### config.mk
export PLATFORM = sky130hd
export DESIGN_NAME = tabuleiro_pecas
export DESIGN_NICKNAME = d
export VERILOG_FILES = /design/src/rtl/batalha_pkg.sv /design/src/rtl/calcula_celula.sv /design/src/rtl/tabuleiro_pecas.sv
export SDC_FILE = /design/constraint.sdc
export NUM_CORES = 1
export LEC_CHECK = 0
export ABC_AREA = 1
export BUFFER_PORTS_ARGS = -buffer_cell sky130_fd_sc_hd__buf_4
export CORE_UTILIZATION = 58
export DETAILED_ROUTE_END_ITERATION = 7
export PLACE_DENSITY_LB_ADDON = 0.08
export SLEW_MARGIN = 20
export SYNTH_ARGS = -nofsm -noshare
export SYNTH_HDL_FRONTEND = slang
export SYNTH_HIERARCHICAL = 1
export SYNTH_SLANG_ARGS = --single-unit
### constraint.sdc
create_clock -name clk -period 7.1 [get_ports clk]
set_input_delay 0.71 -clock clk [delete_from_list [all_inputs] [get_ports clk]]
set_output_delay 0.71 -clock clk [all_outputs]
set_load 0.02 [all_outputs]
### src/rtl/batalha_pkg.sv
// Shared definitions for the piece-placement board: piece types, lengths,
// default fleet quotas and the board FSM state encoding.
package batalha_pkg;

  typedef enum logic [2:0] {
    TIPO_NENHUM  = 3'd0,
    SUBMARINO    = 3'd1,
    CRUZADOR     = 3'd2,
    HIDROAVIAO   = 3'd3,
    ENCOURACADO  = 3'd4,
    PORTA_AVIOES = 3'd5
  } tipo_e;

  typedef enum logic [1:0] {
    IDLE  = 2'd0,
    CHECK = 2'd1,
    WRITE = 2'd2,
    RESP  = 2'd3
  } estado_e;

  localparam int N_SUB_DEF = 5;
  localparam int N_CRU_DEF = 2;
  localparam int N_HID_DEF = 2;
  localparam int N_ENC_DEF = 1;
  localparam int N_PA_DEF  = 1;

  function automatic logic tipo_valido(input logic [2:0] tipo);
    return (tipo >= SUBMARINO) && (tipo <= PORTA_AVIOES);
  endfunction

  // Piece length equals its type code; invalid codes have length 0.
  function automatic logic [2:0] comprimento(input logic [2:0] tipo);
    return tipo_valido(tipo) ? tipo : 3'd0;
  endfunction

endpackage

### src/rtl/calcula_celula.sv
// Combinational expansion of a latched piece into the board coordinates of
// cell k, plus an out-of-board flag.
module calcula_celula
  import batalha_pkg::*;
(
  input  logic [2:0] tipo,
  input  logic       direcao,
  input  logic       orientacao,
  input  logic [2:0] x1,
  input  logic [2:0] y1,
  input  logic [2:0] k,
  output logic [2:0] x,
  output logic [2:0] y,
  output logic       fora
);

  logic [3:0] base_main;
  logic [3:0] base_cross;
  logic [3:0] main_c;
  logic [3:0] cross_c;
  logic [3:0] x_c;
  logic [3:0] y_c;

  // 4-bit two's complement: every reachable result outside 0..7 has bit 3 set.
  always_comb begin
    base_main  = direcao ? {1'b0, y1} : {1'b0, x1};
    base_cross = direcao ? {1'b0, x1} : {1'b0, y1};
    main_c     = orientacao ? (base_main - {1'b0, k}) : (base_main + {1'b0, k});
    cross_c    = base_cross + {3'b000, (tipo == HIDROAVIAO) && (k == 3'd1)};
    x_c        = direcao ? cross_c : main_c;
    y_c        = direcao ? main_c : cross_c;
  end

  assign x    = x_c[2:0];
  assign y    = y_c[2:0];
  assign fora = x_c[3] | y_c[3];

endmodule

### src/rtl/tabuleiro_pecas.sv
// Board storage and conflict checker: validates one placement per request,
// writes it cell by cell into the player's 8x8 map, and serves a read port.
module tabuleiro_pecas
  import batalha_pkg::*;
#(
  parameter int N_SUB = N_SUB_DEF,
  parameter int N_CRU = N_CRU_DEF,
  parameter int N_HID = N_HID_DEF,
  parameter int N_ENC = N_ENC_DEF,
  parameter int N_PA  = N_PA_DEF
) (
  input  logic       clk,
  input  logic       reset,
  input  logic       valida,
  input  logic [2:0] tipo,
  input  logic       jogador,
  input  logic [2:0] X1,
  input  logic [2:0] Y1,
  input  logic       direcao,
  input  logic       orientacao,
  output logic       ready,
  output logic       conflito,
  output logic       fim,
  output logic [1:0] completo,
  input  logic       rdJogador,
  input  logic [2:0] rdX,
  input  logic [2:0] rdY,
  output logic       ocupado
);

  function automatic logic [2:0] cota(input logic [2:0] t);
    case (t)
      SUBMARINO:    cota = 3'(N_SUB);
      CRUZADOR:     cota = 3'(N_CRU);
      HIDROAVIAO:   cota = 3'(N_HID);
      ENCOURACADO:  cota = 3'(N_ENC);
      PORTA_AVIOES: cota = 3'(N_PA);
      default:      cota = 3'd0;
    endcase
  endfunction

  estado_e    estado_q, estado_d;
  logic [2:0] tipo_q, tipo_d;
  logic       jog_q, jog_d;
  logic [2:0] x1_q, x1_d;
  logic [2:0] y1_q, y1_d;
  logic       dir_q, dir_d;
  logic       ori_q, ori_d;
  logic [2:0] k_q, k_d;
  logic       conflito_q, conflito_d;
  logic       ocupado_q;
  logic [63:0] mapa_q [2];
  logic [63:0] mapa_d [2];
  logic [2:0]  cont_q [2][5];
  logic [2:0]  cont_d [2][5];

  logic [2:0] cel_x, cel_y;
  logic       cel_fora;
  logic [5:0] cel_idx;
  logic [2:0] tidx;
  logic       ultima;
  logic       cota_cheia;
  logic [1:0] completo_c;

  calcula_celula u_celula (
    .tipo       (tipo_q),
    .direcao    (dir_q),
    .orientacao (ori_q),
    .x1         (x1_q),
    .y1         (y1_q),
    .k          (k_q),
    .x          (cel_x),
    .y          (cel_y),
    .fora       (cel_fora)
  );

  assign cel_idx    = {cel_y, cel_x};
  assign tidx       = tipo_valido(tipo_q) ? (tipo_q - 3'd1) : 3'd0;
  assign ultima     = (k_q == (comprimento(tipo_q) - 3'd1));
  assign cota_cheia = (cont_q[jog_q][tidx] >= cota(tipo_q));

  // NOTE: every always_comb output gets a default first so no latch is inferred.
  always_comb begin
    estado_d   = estado_q;
    tipo_d     = tipo_q;
    jog_d      = jog_q;
    x1_d       = x1_q;
    y1_d       = y1_q;
    dir_d      = dir_q;
    ori_d      = ori_q;
    k_d        = k_q;
    conflito_d = conflito_q;
    mapa_d     = mapa_q;
    cont_d     = cont_q;

    case (estado_q)
      IDLE: begin
        if (valida) begin
          tipo_d   = tipo;
          jog_d    = jogador;
          x1_d     = X1;
          y1_d     = Y1;
          dir_d    = direcao;
          ori_d    = orientacao;
          k_d      = 3'd0;
          estado_d = CHECK;
        end
      end
      CHECK: begin
        if ((k_q == 3'd0) && (!tipo_valido(tipo_q) || cota_cheia)) begin
          conflito_d = 1'b1;
          estado_d   = RESP;
        end else if (cel_fora || mapa_q[jog_q][cel_idx]) begin
          conflito_d = 1'b1;
          estado_d   = RESP;
        end else if (ultima) begin
          k_d      = 3'd0;
          estado_d = WRITE;
        end else begin
          k_d = k_q + 3'd1;
        end
      end
      WRITE: begin
        mapa_d[jog_q][cel_idx] = 1'b1;
        if (ultima) begin
          cont_d[jog_q][tidx] = cont_q[jog_q][tidx] + 3'd1;
          conflito_d          = 1'b0;
          estado_d            = RESP;
        end else begin
          k_d = k_q + 3'd1;
        end
      end
      RESP:    estado_d = IDLE;
      default: estado_d = IDLE;
    endcase
  end

  always_comb begin
    completo_c = 2'b11;
    for (int p = 0; p < 2; p++) begin
      for (int t = 0; t < 5; t++) begin
        if (cont_q[p][t] != cota(3'(t + 1))) completo_c[p] = 1'b0;
      end
    end
  end

  // NOTE: sequential state uses non-blocking assignments only.
  always_ff @(posedge clk) begin
    if (!reset) begin
      estado_q   <= IDLE;
      tipo_q     <= 3'd0;
      jog_q      <= 1'b0;
      x1_q       <= 3'd0;
      y1_q       <= 3'd0;
      dir_q      <= 1'b0;
      ori_q      <= 1'b0;
      k_q        <= 3'd0;
      conflito_q <= 1'b0;
      ocupado_q  <= 1'b0;
      // NOTE: the maps are real state that must read empty after reset, so they are flops with reset, not RAM.
      mapa_q[0]  <= '0;
      mapa_q[1]  <= '0;
      for (int p = 0; p < 2; p++) begin
        for (int t = 0; t < 5; t++) cont_q[p][t] <= 3'd0;
      end
    end else begin
      estado_q   <= estado_d;
      tipo_q     <= tipo_d;
      jog_q      <= jog_d;
      x1_q       <= x1_d;
      y1_q       <= y1_d;
      dir_q      <= dir_d;
      ori_q      <= ori_d;
      k_q        <= k_d;
      conflito_q <= conflito_d;
      ocupado_q  <= mapa_q[rdJogador][{rdY, rdX}];
      mapa_q     <= mapa_d;
      cont_q     <= cont_d;
    end
  end

  assign ready    = (estado_q == IDLE);
  assign fim      = (estado_q == RESP);
  assign conflito = conflito_q;
  assign completo = completo_c;
  assign ocupado  = ocupado_q;

endmodule

==> flow_summary_export.csv <==
group,metric,value,unit
run_status,outcome,"complete, no violations",
sta,timing.final.crit_period,4.153,ns
sta,report.final.hold_viol_count,0,
layout,nNetsFinal,1594,
power,internal_power_consumption,2047,uW
logic_synthesis,synth_area_per_cell,6.421,um^2
die,initial_core_util,59.11,%
layout,drive_gt1_share,7.732,%
clock_network,post_cts_hold_buffer_count,0,
die,num_io_pins,28,
clock_network,cts_max_path_buffers,2,
placed_design,place.detailed.hpwl,17590,um
sta,layout_worst_path_cycle_share,58.50,%
clock_network,tritoncts,"done",
run,cap_viol_max_count,0,
power,seq_power_share,27.7,%
setup_path,worstSetupPathDepth,11,
power,power_frac_clock,23.8,%
power,power_switching_share,49.07,%
power,static_power_due_to_leakage,0.004407,uW
sta,max_freq,240.8,MHz
die,std_cell_rows,48,
die,die_x,134.3,um
layout,sequential_cell_area,3547,um^2
die,die_area,18040,um^2
placed_design,place.detailed.instances,1758,
global_route,grt_first_pass_wirelength,46310,um
clock_network,h-tree-depth,4,
power,worst_ir_drop_vdd,0.0002657,V
setup_path,crit_fanout,16,
layout,layout_common_cells,"392 x sky130_fd_sc_hd__nand2_1, 202 x sky130_fd_sc_hd__a21oi_1, 177 x sky130_fd_sc_hd__nor2_1",
global_route,antenna_found_initial,0,
layout,finish.utilization,63.40,%
global_route,global_route.overflow_total,0,
sta,setup_viol_count_final,0,
layout,areaGrowthSynthToFinish,7.259,%
setup_path,timing.critical_path.from,"dir_q",
power,share_comb_of_total_power,48.5,%
sta,maxSlewHeadroom,30.48,%
sta,timing_max_transition_violations_final,0,
setup_path,critical_path_class,"flop to flop",
logic_synthesis,muxShareOfSynthArea,0.1972,%
die,die_h,134.3,um
routing,drtPass1Iterations,6,
min_path,worstHoldPathCells,2,
sta,tns,0,ns
logic_synthesis,net_count_after_synthesis,1623,
clock_network,cts_resized,0,
logic_synthesis,synth_edf_count,0,
logic_synthesis,share_of_synthesized_cell_area_in_and_or_nand_and_nor_gates,29.44,%
layout,layoutNonFillerInstCount,1790,
routing,dr_total_vias,10110,
layout,final_cell_area,10890,um^2
routing,remaining_drc_errors,0,
clock_network,post-cts-setup-buffers,0,
layout,mostFrequentLayoutCell,"sky130_fd_sc_hd__nand2_1",
layout,diodes,0,
clock_network,clock-sinks,177,
min_path,hold_path.class,"flop to flop",
global_route,grt_max_degree,104,
logic_synthesis,combinational_family_with_the_most_area_after_synthesis,"simple AND/OR/NAND/NOR gates",
routing,routed_via_density,5.646,
die,design.core.area,17180,um^2
logic_synthesis,adder_cell_share_of_the_synthesized_area,2.539,%
logic_synthesis,synth_area,10150,um^2
sta,worst_pin_slew,1.039,ns
clock_network,tritoncts.num_buffers,17,
logic_synthesis,synth_warnings,6,
sta,fin_worst_skew,0.007673,ns
setup_path,critical_path_buf_inv_count,2,
logic_synthesis,synth.distinct_cells,49,
placed_design,gpl.final_weighted_congestion,0.9172,
global_route,first_global_vias,9181,
setup_path,crit_family,"simple AND/OR/NAND/NOR gates",
routing,drt-wirelength-per-cell,15.93,um
clock_network,clkSlewWorstSetupHoldPaths,0.07,ns
logic_synthesis,synthArstFlopShare,0,%
logic_synthesis,ys_ff_latch,177,
min_path,hold_start,"mapa_q[27]",
setup_path,rr_startpoint,"dir_q",
logic_synthesis,synth_sequential_area_ratio,34.90,%
global_route,grt_util_overall,32.42,%
routing,drt-total-wl,28520,um
setup_path,crit_path_start_kind,"flop",
layout,final.fill_count,1707,
layout,multiInputGateArea,5480,um^2
logic_synthesis,synth_compound_gate_area_share,21.10,%
power,power_density,369.0,nW/um^2
setup_path,slowest_delay,0.78,ns
logic_synthesis,syn_inst_count,1581,
setup_path,crit_required,7.46,ns
setup_path,cell_chain_of_the_critical_path,"inv_2 -> or2_1 -> o21ai_2 -> fa_1 -> o21ai_0 -> inv_1 -> nor2_1 -> nand2_1 -> nor2_1 -> nand2_1 -> a21oi_1",
clock_network,worstSkewPairLatency,0.44,ns
setup_path,crit_path_top_delay_cell,"sky130_fd_sc_hd__nor2_1",
logic_synthesis,synthXorXnorAreaFrac,0.5176,%
routing,drtIter0Drc,1053,
placed_design,area_of_placed_instances,10300,um^2
sta,rsz0062_at_grt,"no",
setup_path,crit_arrival,4.51,ns
setup_path,r2r_cells,11,
logic_synthesis,postSynth.topFlopCell,"sky130_fd_sc_hd__dfxtp_1",
power,net-switching-power,1972,uW
clock_network,cts-root-buf,"sky130_fd_sc_hd__clkbuf_16",
placed_design,portBuffers,27,
setup_path,category_of_the_worst_setup_path_capture_point,"flop",
routing,drt.antenna.violating_nets,0,
## power groups by stage
stage	logic, uW	clock network, uW	registers [uW]
6_report	1950	955	1110
4_1_cts	1920	962	1110
3_5_place_dp	1910	0	1140
3_3_place_gp	1890	0	1130
2_1_floorplan	1380	0	1100
5_1_grt	2140	1010	1120
## flip-flops by register name, summed over array words and instances (netlist names)
name and count:
cont_q 30, ocupado 1, k_q 3, jog_q 1
x1_q 3, dir_q 1, tipo_q 3, mapa_q 128
y1_q 3, estado_q 2, ori_q 1, conflito 1
## Yosys cell counts, drive strengths merged, types with 2 or more instances
cell type / count / area share [%]
nand2: 399 / 15
a21oi: 203 / 10
inv: 190 / 7.0
nor2: 189 / 7.6
dfxtp: 177 / 35
o21ai: 140 / 7.0
nand3: 88 / 4.4
buf: 43 / 2.7
clkbuf: 39 / 1.4
o211ai: 31 / 2.3
ha: 19 / 2.3
nor3: 16 / 1.7
nand4: 6 / 0.37
a221oi: 5 / 0.43
a211oi: 4 / 0.30
clkinv: 4 / 0.15
o31ai: 4 / 0.30
o22ai: 3 / 0.25
xnor2: 3 / 0.26
xor2: 3 / 0.26
mux2i: 2 / 0.20
nor4: 2 / 0.12
o21bai: 2 / 0.15
## worst register-to-register path, delay by kind of cell (launching register included)
kind / cells / cell delay, ns
and+or+nand+nor: 5 / 2.08
DFF: 1 / 0.67
AOI/OAI and AO/OA: 3 / 0.61
adders and majority gates: 1 / 0.44
buffers and inverters: 2 / 0.27
## per-stage QoR
| stage | total power, uW | hold slack, ns | setup WS (ns) |
|---|---|---|---|
| floorplan | 2478 | 0.4399 | 3.786 |
| global placement | 3025 | 0.4565 | 3.099 |
| detailed placement | 3046 | 0.4600 | 3.020 |
| CTS | 3992 | 0.4699 | 3.000 |
| global route | 4270 | 0.4835 | 2.509 |
| finish | 4018 | 0.4716 | 2.947 |
## cell type report
type | instances | area share (%)
multi-input combinational | 1128 | 50.33
sequential | 177 | 32.57
inverter | 194 | 6.733
clock buffer | 19 | 4.068
tap | 225 | 2.585
timing repair buffer | 34 | 2.344
clock inverter | 13 | 1.367
## routing by layer
metal / share of wire, % / GRT usage (%) / wire [um] / vias up
li1: - / - / - / 5063
met2: 47 / 54.03 / 13380 / 387
met4: 2.5 / 11.99 / 712 / 0
met5: 0 / 0 / 0 / -
met1: 43 / 42.13 / 12290 / 4594
met3: 7.5 / 5.329 / 2133 / 62
## path summary, 6_finish.rpt
check | slack (ns) | endpoint
setup / recovery | 2.95 | mapa_q[2]
hold / removal | 0.47 | mapa_q[27]
setup reg to reg | 2.95 | mapa_q[2]
hold reg to reg | 0.47 | mapa_q[27]
## cell families after synthesis
logic type,after synthesis
flip-flops,177
AND/OR/NAND/NOR,703
AO/OA/AOI/OAI,397
XOR/XNOR,6
buffers and inverters,276
multiplexers,2
adder cells (fa/ha/maj),20
(Power assumes the default switching activity.)
